--- src/rtl/dflow_pkg.sv ---
// Shared definitions for the dflow QDR scheduler slice: default widths and
// the scheduler phase encoding.
package dflow_pkg;

    localparam int unsigned DFLOW_ADDR_W = 19;
    localparam int unsigned DFLOW_REC_W  = 144;

    typedef enum logic [1:0] {
        OFF   = 2'd0,
        WR_PH = 2'd1,
        RD_PH = 2'd2
    } sched_state_e;

endpackage

--- src/rtl/dflow_sync_fifo.sv ---
// Single-clock first-word-fall-through FIFO with an occupancy count.
// The head entry is visible on pop_data whenever empty is low.
module dflow_sync_fifo #(
    parameter int unsigned WIDTH = 144,
    parameter int unsigned DEPTH = 16
) (
    input  logic                     clk,
    input  logic                     rst_n,
    input  logic                     push,
    input  logic [WIDTH-1:0]         push_data,
    input  logic                     pop,
    output logic [WIDTH-1:0]         pop_data,
    output logic                     empty,
    output logic [$clog2(DEPTH):0]   count
);

    localparam int unsigned PTR_W = $clog2(DEPTH);

    logic [WIDTH-1:0] mem [DEPTH];
    logic [PTR_W-1:0] wr_ptr;
    logic [PTR_W-1:0] rd_ptr;
    logic             full;
    logic             do_push;
    logic             do_pop;

    assign empty    = (count == '0);
    assign full     = (count == (PTR_W + 1)'(DEPTH));
    assign do_pop   = pop && !empty;
    assign do_push  = push && (!full || do_pop);
    assign pop_data = mem[rd_ptr];

    // Storage array; no reset needed since contents are qualified by count.
    always_ff @(posedge clk) begin
        if (do_push) begin
            mem[wr_ptr] <= push_data;
        end
    end

    // Pointer and occupancy tracking; push+pop together leaves count unchanged.
    always_ff @(posedge clk or negedge rst_n) begin
        if (!rst_n) begin
            wr_ptr <= '0;
            rd_ptr <= '0;
            count  <= '0;
        end else begin
            if (do_push) begin
                wr_ptr <= wr_ptr + 1'b1;
            end
            if (do_pop) begin
                rd_ptr <= rd_ptr + 1'b1;
            end
            count <= count + (PTR_W + 1)'(do_push) - (PTR_W + 1)'(do_pop);
        end
    end

    // Upstream credit accounting must never push into a full FIFO without a pop.
    assert property (@(posedge clk) disable iff (!rst_n) !(push && full && !pop));

endmodule

--- src/rtl/dflow_qdr_sched.sv ---
// QDR command scheduler: weighted round-robin between the record write path
// and the credit-limited replay read path, sharing one QDR user port.
// Optional statistics counters are built when DFLOW_QDR_SCHED_STATS_EN is defined.
module dflow_qdr_sched
    import dflow_pkg::*;
#(
    parameter int unsigned ADDR_W        = DFLOW_ADDR_W,
    parameter int unsigned DATA_W        = DFLOW_REC_W,
    parameter int unsigned RD_FIFO_DEPTH = 16,
    parameter int unsigned WR_WEIGHT     = 4,
    parameter int unsigned RD_WEIGHT     = 4
) (
    input  logic              clk,
    input  logic              aresetn,
    input  logic              cfg_enable,
    input  logic              cfg_replay_en,
    input  logic [ADDR_W-1:0] cfg_base,
    input  logic [ADDR_W-1:0] cfg_limit,
    output logic [ADDR_W:0]   rec_count,
    input  logic [DATA_W-1:0] wr_data,
    input  logic              wr_vld,
    output logic              wr_ready,
    output logic [DATA_W-1:0] rd_data,
    output logic              rd_vld,
    input  logic              rd_ready,
    input  logic              init_calib_complete,
    output logic              user_app_wr_cmd0,
    output logic [ADDR_W-1:0] user_app_wr_addr0,
    output logic [DATA_W-1:0] user_app_wr_data0,
    output logic              user_app_rd_cmd0,
    output logic [ADDR_W-1:0] user_app_rd_addr0,
    input  logic              user_app_rd_valid0,
    input  logic [DATA_W-1:0] user_app_rd_data0,
    output logic [31:0]       stat_wr_cnt,
    output logic [31:0]       stat_rd_cnt,
    output logic [31:0]       stat_drop_cnt
);

    localparam int unsigned CNT_W   = $clog2(RD_FIFO_DEPTH) + 1;
    localparam int unsigned BURST_W = 8;

    sched_state_e       state;
    sched_state_e       state_nxt;
    sched_state_e       ph;
    logic [BURST_W-1:0] burst;
    logic [BURST_W-1:0] burst_nxt;

    logic               cfg_en_q;
    logic               en_rise;
    logic               run;
    logic [ADDR_W-1:0]  base_q;
    logic [ADDR_W-1:0]  limit_q;
    logic [ADDR_W-1:0]  rec_ptr;
    logic [ADDR_W-1:0]  rep_ptr;
    logic [ADDR_W:0]    cap;
    logic               rec_full;
    logic               rep_last;

    logic [CNT_W-1:0]   outstanding;
    logic [CNT_W-1:0]   fifo_count;
    logic [CNT_W-1:0]   credit;
    logic               fifo_empty;
    logic               ret_ok;

    logic               wr_go;
    logic               rd_go;
    logic               rd_elig;

    // Pointers are only trusted one cycle after the enable edge loads them,
    // so the scheduler runs from the cycle after cfg_enable is seen high.
    assign en_rise  = cfg_enable && !cfg_en_q;
    assign run      = init_calib_complete && cfg_enable && cfg_en_q;
    assign cap      = ({1'b0, limit_q} - {1'b0, base_q}) + 1'b1;
    assign rec_full = (rec_count >= cap);
    assign rep_last = (rep_ptr == limit_q) || (!rec_full && ((rep_ptr + 1'b1) == rec_ptr));
    assign credit   = CNT_W'(RD_FIFO_DEPTH) - fifo_count - outstanding;
    assign ret_ok   = user_app_rd_valid0 && (outstanding != '0);
    assign rd_vld   = !fifo_empty;

    // Phase register and burst counter.
    always_ff @(posedge clk or negedge aresetn) begin
        if (!aresetn) begin
            state <= OFF;
            burst <= '0;
        end else begin
            state <= state_nxt;
            burst <= burst_nxt;
        end
    end

    // Arbitration: effective phase, grants, and next phase/burst.
    // OFF is treated as WR_PH as soon as the run conditions hold, so the
    // first write can be accepted in the cycle calibration completes.
    always_comb begin
        ph        = state;
        wr_ready  = 1'b0;
        wr_go     = 1'b0;
        rd_go     = 1'b0;
        rd_elig   = 1'b0;
        burst_nxt = burst;
        if (!run) begin
            ph = OFF;
        end else if (state == OFF) begin
            ph = WR_PH;
        end
        state_nxt = ph;
        rd_elig   = (ph != OFF) && cfg_replay_en && (rec_count != '0) && (credit != '0);
        case (ph)
            WR_PH: begin
                wr_ready = 1'b1;
                wr_go    = wr_vld;
                if (wr_go) begin
                    if (!rd_elig) begin
                        burst_nxt = '0;
                    end else if (burst == BURST_W'(WR_WEIGHT - 1)) begin
                        state_nxt = RD_PH;
                        burst_nxt = '0;
                    end else begin
                        burst_nxt = burst + 1'b1;
                    end
                end else if (rd_elig) begin
                    state_nxt = RD_PH;
                    burst_nxt = '0;
                end
            end
            RD_PH: begin
                rd_go = rd_elig;
                if (rd_go) begin
                    if (!wr_vld) begin
                        burst_nxt = '0;
                    end else if (burst == BURST_W'(RD_WEIGHT - 1)) begin
                        state_nxt = WR_PH;
                        burst_nxt = '0;
                    end else begin
                        burst_nxt = burst + 1'b1;
                    end
                end else if (wr_vld) begin
                    state_nxt = WR_PH;
                    burst_nxt = '0;
                end
            end
            default: begin
                state_nxt = OFF;
                burst_nxt = '0;
            end
        endcase
    end

    // Region capture on enable edge, record/replay pointers and record count.
    always_ff @(posedge clk or negedge aresetn) begin
        if (!aresetn) begin
            cfg_en_q  <= 1'b0;
            base_q    <= '0;
            limit_q   <= '0;
            rec_ptr   <= '0;
            rep_ptr   <= '0;
            rec_count <= '0;
        end else begin
            cfg_en_q <= cfg_enable;
            if (en_rise) begin
                base_q    <= cfg_base;
                limit_q   <= cfg_limit;
                rec_ptr   <= cfg_base;
                rep_ptr   <= cfg_base;
                rec_count <= '0;
            end else begin
                if (wr_go) begin
                    rec_ptr <= (rec_ptr == limit_q) ? base_q : rec_ptr + 1'b1;
                    if (!rec_full) begin
                        rec_count <= rec_count + 1'b1;
                    end
                end
                if (rd_go) begin
                    rep_ptr <= rep_last ? base_q : rep_ptr + 1'b1;
                end
            end
        end
    end

    // Registered QDR command outputs; address/data hold between commands.
    always_ff @(posedge clk or negedge aresetn) begin
        if (!aresetn) begin
            user_app_wr_cmd0  <= 1'b0;
            user_app_wr_addr0 <= '0;
            user_app_wr_data0 <= '0;
            user_app_rd_cmd0  <= 1'b0;
            user_app_rd_addr0 <= '0;
        end else begin
            user_app_wr_cmd0 <= wr_go;
            user_app_rd_cmd0 <= rd_go;
            if (wr_go) begin
                user_app_wr_addr0 <= rec_ptr;
                user_app_wr_data0 <= wr_data;
            end
            if (rd_go) begin
                user_app_rd_addr0 <= rep_ptr;
            end
        end
    end

    // Reads in flight to the QDR; unmatched returns are discarded.
    always_ff @(posedge clk or negedge aresetn) begin
        if (!aresetn) begin
            outstanding <= '0;
        end else begin
            outstanding <= outstanding + CNT_W'(rd_go) - CNT_W'(ret_ok);
        end
    end

    dflow_sync_fifo #(
        .WIDTH (DATA_W),
        .DEPTH (RD_FIFO_DEPTH)
    ) u_ret_fifo (
        .clk       (clk),
        .rst_n     (aresetn),
        .push      (ret_ok),
        .push_data (user_app_rd_data0),
        .pop       (rd_ready),
        .pop_data  (rd_data),
        .empty     (fifo_empty),
        .count     (fifo_count)
    );

`ifdef DFLOW_QDR_SCHED_STATS_EN
    logic [31:0] wr_cnt_q;
    logic [31:0] rd_cnt_q;
    logic [31:0] drop_cnt_q;

    // Free-running statistics, wrapping at 2^32.
    always_ff @(posedge clk or negedge aresetn) begin
        if (!aresetn) begin
            wr_cnt_q   <= '0;
            rd_cnt_q   <= '0;
            drop_cnt_q <= '0;
        end else begin
            if (wr_go) begin
                wr_cnt_q <= wr_cnt_q + 1'b1;
            end
            if (rd_go) begin
                rd_cnt_q <= rd_cnt_q + 1'b1;
            end
            if (user_app_rd_valid0 && (outstanding == '0)) begin
                drop_cnt_q <= drop_cnt_q + 1'b1;
            end
        end
    end

    assign stat_wr_cnt   = wr_cnt_q;
    assign stat_rd_cnt   = rd_cnt_q;
    assign stat_drop_cnt = drop_cnt_q;
`else
    assign stat_wr_cnt   = '0;
    assign stat_rd_cnt   = '0;
    assign stat_drop_cnt = '0;
`endif

endmodule

--- config.mk ---
export PLATFORM = sky130hd
export DESIGN_NAME = dflow_qdr_sched
export DESIGN_NICKNAME = d
export VERILOG_FILES = /design/src/rtl/dflow_pkg.sv /design/src/rtl/dflow_sync_fifo.sv /design/src/rtl/dflow_qdr_sched.sv
export SDC_FILE = /design/constraint.sdc
export NUM_CORES = 2
export LEC_CHECK = 0
export BUFFER_PORTS_ARGS = -buffer_cell sky130_fd_sc_hd__buf_4
export CAP_MARGIN = 20
export CELL_PAD_IN_SITES_DETAIL_PLACEMENT = 0
export CELL_PAD_IN_SITES_GLOBAL_PLACEMENT = 2
export CORE_MARGIN = 2
export CORE_UTILIZATION = 46
export DETAILED_ROUTE_END_ITERATION = 8
export GPL_TIMING_DRIVEN = 0
export HOLD_SLACK_MARGIN = 0.1
export PLACE_DENSITY = 0.84
export SLEW_MARGIN = 10
export SYNTH_ARGS = -nofsm -noshare
export SYNTH_HDL_FRONTEND = slang
export SYNTH_SLANG_ARGS = --single-unit
export TNS_END_PERCENT = 5
--- constraint.sdc ---
create_clock -name clk -period 6.5 [get_ports clk]
set_clock_uncertainty 0.15 [all_clocks]
set_input_delay 0.975 -clock clk [delete_from_list [all_inputs] [get_ports clk]]
set_output_delay 0.975 -clock clk [all_outputs]
set_load 0.005 [all_outputs]
### Yosys cells after proc, flatten, opt, wreduce, memory -nomap -nowiden

Memories as Yosys holds them, arrays and structs flattened.
Cells that the tools add are included.
Widths: inputs -> output; s select.

* flip-flop bits (word level): 309
* bits in latches: 0
* bits in writable memories: 2304
* bits in read-only memories: 0
* memories kept: 1

* $add $sub $neg: 14
* multiply operators: 0
* div/mod/pow operators: 0
* $lt $le $gt $ge: 1
* equality and inequality tests: 10
* shift-type cells: 0
* muxes and demuxes: 33
* bitwise gates (word level): 0
* reduce and logical (&&, ||, !) cells: 26

Memory list
* u_ret_fifo.mem: words 16, width 144, rd ports 1, clocked after Yosys merged registers in 0, wr ports 1, line dflow_sync_fifo.sv:19 `logic [WIDTH-1:0] mem [DEPTH];`

Operator list (number)
* $mux 19: 6
* $mux 20: 3
* $eq 19x19->1: 3
* $mux 8: 7
* $add 20x1->20 const B: 2
* $add 19x1->19 const B: 2
* $ge 20x20->1: 1
* $mux 2: 10
* $reduce_bool 20->1: 1
* $sub 19x19->20: 1
* $pmux 8 s2: 1
* $add 5x1->5: 2
* $logic_and 1x1->1: 10
* $reduce_bool 5->1: 2
* $sub 5x1->5: 2
* $add 4x1->4 const B: 2
* $add 8x1->8 const B: 1
* $eq 8x2->1 const B: 1
* $ne 3x3->1 const B: 2
* $reduce_bool 2->1: 3
* $eq 5x5->1 const B: 1
* $logic_not 5->1: 1
* $mux 1: 5
* $sub 5x5->5: 1
* 9 further kinds: 14

### Logic depth before layout (Yosys ltp)

* word-level depth: 10
* gate-level depth with buffers: 25
* depth with buffers taken out: 24

### Cells and area by module

Synthesis repeated with hierarchy kept, for this count alone.

* cells, all modules: 6179
* area, all modules: 105078.3 sq um

By module, submodules not included
* dflow_sync_fifo: times used 1, cells each 4215, area an instance 88418.6 sq um
* dflow_qdr_sched: times used 1, cells each 1964, area an instance 16659.7 sq um

### Worst setup path before layout

OpenSTA, ideal clock, no wires.

* path kind: input port to flip-flop
* start: input user_app_rd_valid0
* end: memory u_ret_fifo.mem[0][0], enable pin
* arrival time: 5.205 ns
* required time: 5.830 ns
* slack: 0.625 ns
* cell stages on the path: 4
* path buffers: 0
* path through: o41ai_1 > a41oi_1 > nor3b_1 > and2_1

* word-level cells in the longest chain between the ends: 4

RTL lines
* from (decl): line dflow_qdr_sched.sv:32 `input logic user_app_rd_valid0,`
* $logic_and 1x1->1: line dflow_qdr_sched.sv:77 `assign ret_ok = user_app_rd_valid0 && (outstanding != '0);`
* $logic_and 1x1->1: line dflow_sync_fifo.sv:29 `assign do_push = push && (!full || do_pop);`
* net u_ret_fifo.do_push: line dflow_sync_fifo.sv:23 `logic do_push;`
* $mux 1: line dflow_sync_fifo.sv:34 `if (do_push) begin`
* $mux 1 (not written as such): line dflow_sync_fifo.sv:35 `mem[wr_ptr] <= push_data;`
* to (decl): line dflow_sync_fifo.sv:19

The timed path passes the listed nets, and every way through them passes these cells.

### Worst setup path after layout

* start: register base_q[1]
* end: register rep_ptr[10]

* word-level cells in the longest chain between the ends: 9

RTL lines
* from (decl): line dflow_qdr_sched.sv:51 `logic [ADDR_W-1:0] base_q;`
* from (signal assigned): line dflow_qdr_sched.sv:161 `base_q <= cfg_base;`
* $sub 19x19->20: line dflow_qdr_sched.sv:73 `assign cap = ({1'b0, limit_q} - {1'b0, base_q}) + 1'b1;`
* $add 20x1->20: line dflow_qdr_sched.sv:73
* $ge 20x20->1: line dflow_qdr_sched.sv:74 `assign rec_full = (rec_count >= cap);`
* $logic_not 1->1
* $logic_and 1x1->1: line dflow_qdr_sched.sv:75 `assign rep_last = (rep_ptr == limit_q) || (!rec_full && ((rep_ptr + 1'b1) == rec_ptr));`
* $logic_or 1x1->1: line dflow_qdr_sched.sv:75
* $mux 19: line dflow_qdr_sched.sv:174 `rep_ptr <= rep_last ? base_q : rep_ptr + 1'b1;`
* $mux 19: line dflow_qdr_sched.sv:173 `if (rd_go) begin`
* $mux 19: line dflow_qdr_sched.sv:160 `if (en_rise) begin`
* to (signal assigned): line dflow_qdr_sched.sv:164 `rep_ptr <= cfg_base;`
* to (signal assigned): line dflow_qdr_sched.sv:174
* to (decl): line dflow_qdr_sched.sv:54 `logic [ADDR_W-1:0] rep_ptr;`

Every way passes these cells. The select of a mux whose other input is x is not followed.
A chain may end at the register's enable or synchronous reset.

==> impl_metrics.csv <==
group,metric,value,unit
outcome,status,"complete, no violations",
setup_path,r2r_end,"rep_ptr[10]",
floorplanning,io_pins,780,
floorplanning,die_w,478,um
clocking,clkTransAtPathRegs,0.06,ns
clocking,numCtsBuffers,288,
clocking,cts_tree,"yes",
yosys,synthCells,5189,
hold_path,hold_depth,3,
global_routing,grt_overflow,0,
placed_design,dpl.hpwl,188,mm
yosys,avgSynthCellArea,19.9,um2
yosys,synth_area,0.103,mm2
setup_path,cp.required,7.14,ns
sta,tightest_slew,1.08,ns
yosys,synth_mux_area_share,15.9,%
detailed_routing,drc_errors,0,
floorplanning,rows,173,
detailed_routing,vias_per_cell,5.78,
power,leakagePower,44.1,nW
global_routing,antenna_found_initial,58,
floorplanning,initial_core_util,46.4,%
yosys,yosys.area_share.adder,1.16,%
sta,fin_crit_sh,95.4,%
sta,worst_hold_slack,0.171,ns
power,peakVddDrop,0.000335,V
yosys,synth_top_family_by_area,"multiplexers",
clocking,root_buffer,"clkbuf_16",
yosys,synthXorXnorAreaFrac,0.992,%
yosys,synth_top_area_share,67.0,%
power,p_total,53.0,mW
placed_design,gp_congestion,0.935,
detailed_routing,dr.pass1.iters,6,
hold_path,hold_path_class,"in2reg",
yosys,synth-simple-area-share,4.00,%
yosys,synthTopCellsByArea,"edfxtp_1 (67%), mux4_2 (16%), dfrtp_1 (7.5%)",
setup_path,r2r_cells,23,
setup_path,worstReg2RegStart,"base_q[1]",
detailed_routing,antenna_left,0,
yosys,ys.flop_type,"edfxtp_1",
detailed_routing,drtIter0Drc,5962,
sta,maxSlewHeadroom,27.8,%
global_routing,grt_pass1_vias,56900,
finish,nNetsFinal,6931,
floorplanning,dieHeight,478,um
power,power_density,423,mW/mm2
finish,syn2layout_area_growth,21.2,%
sta,period_minus_slack,6.20,ns
sta,max_freq,0.161,GHz
global_routing,grt_first_pass_wirelength,419,mm
detailed_routing,wl,298,mm
global_routing,gr-usage-all-layers,25.8,%
sta,rsz0062_at_grt,"true",
yosys,synth_compound_area_share,1.50,%
clocking,cts_num_sinks,2613,
yosys,synthDistinctLibCells,78,
detailed_routing,vias,56100,
sta,finalHoldViolCount,0,
floorplanning,die_area,0.228,mm2
clocking,htree_levels,5,
sta,finalSetupViolCount,0,
global_routing,grt_max_degree,95,
yosys,async_flop_share,11.8,%
setup_path,r2r_slack,0.30,ns
setup_path,critPathMaxFanout,10,
clocking,clk_path_buf_depth,4,
yosys,ys_ff_latch,2613,
clocking,clk_latency,0.90,ns
setup_path,end_kind,"flip-flop",
flow_run,maxCapViolCount,0,
finish,drive_above_1_share,30.9,%
setup_path,worstSetupPathType,"reg2reg",
setup_path,start_kind,"flip-flop",
yosys,synth_edf_count,2304,
yosys,synth_top_area_cell,"edfxtp_1",
setup_path,arrival,6.84,ns
placed_design,io_buffers,682,
floorplanning,core_area,0.223,mm2
hold_path,hold_end,"user_app_wr_data0[115]",
yosys,yosysWarningCount,0,
detailed_routing,drt-wirelength-per-cell,30.7,um
hold_path,min_from,"wr_data[115]",
sta,slew_viol_final,0,
yosys,seq_area_frac_synth,74.5,%
==> routing by layer <==
layer  vias up  share of wire [%]  track usage, %
li1      23200                  -               -
met4        42                3.3            8.80
met1     29500                 37            33.3
met5         -              0.093               0
met3       496                9.4            6.84
met2      2795                 50            42.6
==> stage by stage <==
stage	TNS, ns	cell area [um2]	setup WS [ns]	utilization, %	instances
finish	0	125000	0.299	56.2	9699
global route	-1.11	125000	-0.133	56.2	9694
CTS	0	125000	0.0547	56.0	9645
detailed placement	-3.90	114000	-0.267	51.4	9017
global placement	-9676.51	113000	-4.36	50.5	8941
floorplan	0	104000	0.625	-	5284
==> kinds of logic (layout without fill, tap and decap cells) <==
logic type,Yosys count,in the layout
DFF,2613,2613
and+or+nand+nor,953,953
muxes,743,743
buffers and inverters,436,1858
AOI/OAI and AO/OA,233,233
xor gates and xnor gates,117,117
adders and majority gates,93,93
other,1,114
==> cell type report <==
class,count,area (um2)
sequential,2613,76900
clock inverter,138,1200
timing repair buffer,931,8800
buffer,362,1780
tap,2975,3720
clock buffer,354,7730
antenna,18,45.0
fill,16600,97500
inverter,73,274
multi-input combinational,2235,24800
==> worst max path at each step <==
stage                       start                    end  cells after the start
2_1_floorplan  user_app_rd_valid0   u_ret_fifo.mem[0][0]                      4
3_3_place_gp   user_app_rd_valid0  u_ret_fifo.mem[0][79]                      5
3_5_place_dp            base_q[1]            rep_ptr[10]                     24
4_1_cts                 base_q[1]            rep_ptr[10]                     24
5_1_grt                 base_q[1]          rec_count[14]                     22
6_report                base_q[1]            rep_ptr[10]                     23
==> report_power, final <==
group | internal, mW | total [mW] | switching (mW)
clock network | 9.21 | 15.6 | 6.43
registers | 20.1 | 20.6 | 0.541
logic | 7.89 | 16.8 | 8.87
total | 37.2 | 53.0 | 15.8
==> flip-flops by register name, indices dropped and copies added, names as in the netlist <==
| register | flops |
|---|---|
| user_app_rd_cmd0 | 1 |
| u_ret_fifo.rd_ptr | 4 |
| user_app_wr_addr0 | 19 |
| burst | 8 |
| rec_ptr | 19 |
| user_app_wr_data0 | 144 |
| u_ret_fifo.mem | 2304 |
| limit_q | 19 |
| rec_count | 20 |
| rep_ptr | 19 |
| user_app_wr_cmd0 | 1 |
| user_app_rd_addr0 | 19 |
| base_q | 19 |
| outstanding | 5 |
| state | 2 |
| u_ret_fifo.count | 5 |
| u_ret_fifo.wr_ptr | 4 |
| cfg_en_q | 1 |
==> cells in the mapped netlist, types with 11 or more instances <==
cell type and count:
o21ai_0 70, mux2i_1 19, mux4_2 720, xnor2_1 63, clkbuf_1 182, buf_1 70, nand3_1 32, ha_1 89
nand2b_1 12, and2_1 18, nand4_1 21, dfrtp_1 309, edfxtp_1 2304, xor2_1 54, buf_4 99, and3_1 23
nand2_1 680, a21oi_1 47, nor3_1 18, o211ai_1 16, a31oi_1 11, inv_1 73, nor4_1 15, nor2_1 84
==> cell usage in the layout (no fill, tap or decap), types with 14 or more instances in the layout <==
| cell type | synthesis | routed |
|---|---|---|
| a21oi_1 | 47 | 47 |
| and2_4 | 0 | 16 |
| and3_1 | 23 | 23 |
| buf_1 | 70 | 69 |
| buf_16 | 0 | 54 |
| buf_4 | 99 | 782 |
| buf_6 | 3 | 32 |
| buf_8 | 0 | 21 |
| bufinv_16 | 0 | 20 |
| clkbuf_1 | 182 | 215 |
| clkbuf_16 | 0 | 296 |
| clkbuf_2 | 1 | 14 |
| clkinv_1 | 0 | 54 |
| clkinv_2 | 0 | 43 |
| conb_1 | 1 | 96 |
| dfrtp_1 | 309 | 309 |
| diode_2 | 0 | 18 |
| dlygate4sd3_1 | 0 | 134 |
| edfxtp_1 | 2304 | 2304 |
| ha_1 | 89 | 89 |
| inv_1 | 73 | 73 |
| mux2i_1 | 19 | 19 |
| mux4_2 | 720 | 720 |
| nand2_1 | 680 | 680 |
| nand3_1 | 32 | 32 |
| nand4_1 | 21 | 21 |
| nor2_1 | 84 | 84 |
| nor3_1 | 18 | 18 |
| nor4_1 | 15 | 14 |
| o211ai_1 | 16 | 16 |
| o21ai_0 | 70 | 70 |
| xnor2_1 | 63 | 63 |
| xor2_1 | 54 | 54 |
==> worst max-delay path, cell delays in order (launching register included) <==
cell and delay [ns]:
dfrtp_1 0.48, ha_1 0.33, inv_1 0.04, ha_1 0.20, fa_1 0.46, a21o_1 0.17, a21oi_1 0.21, nor2b_1 0.12
o311ai_2 0.34, a211o_1 0.21, o21ai_0 0.13, or4_1 0.47, a2111o_1 0.39, o311ai_0 0.15, ha_1 0.34, nand3_1 0.10
nor3_1 0.08, nand2_1 0.07, o211ai_1 0.11, or2_2 0.44, o31ai_4 0.49, buf_6 0.25, a211oi_1 0.10, a211oi_1 0.29
==> repair_timing <==
| action | CTS | global route |
|---|---|---|
| gates resized for setup | 2 | 1 |
| endpoints found under the setup margin | 22 | 28 |
| buffers inserted | 2 | 0 |
| hold buffers | 134 | 0 |
| pin swaps | 1 | 1 |
| endpoints found under the hold margin | 181 | 0 |
Note: power is estimated with default switching activity, not from simulation.
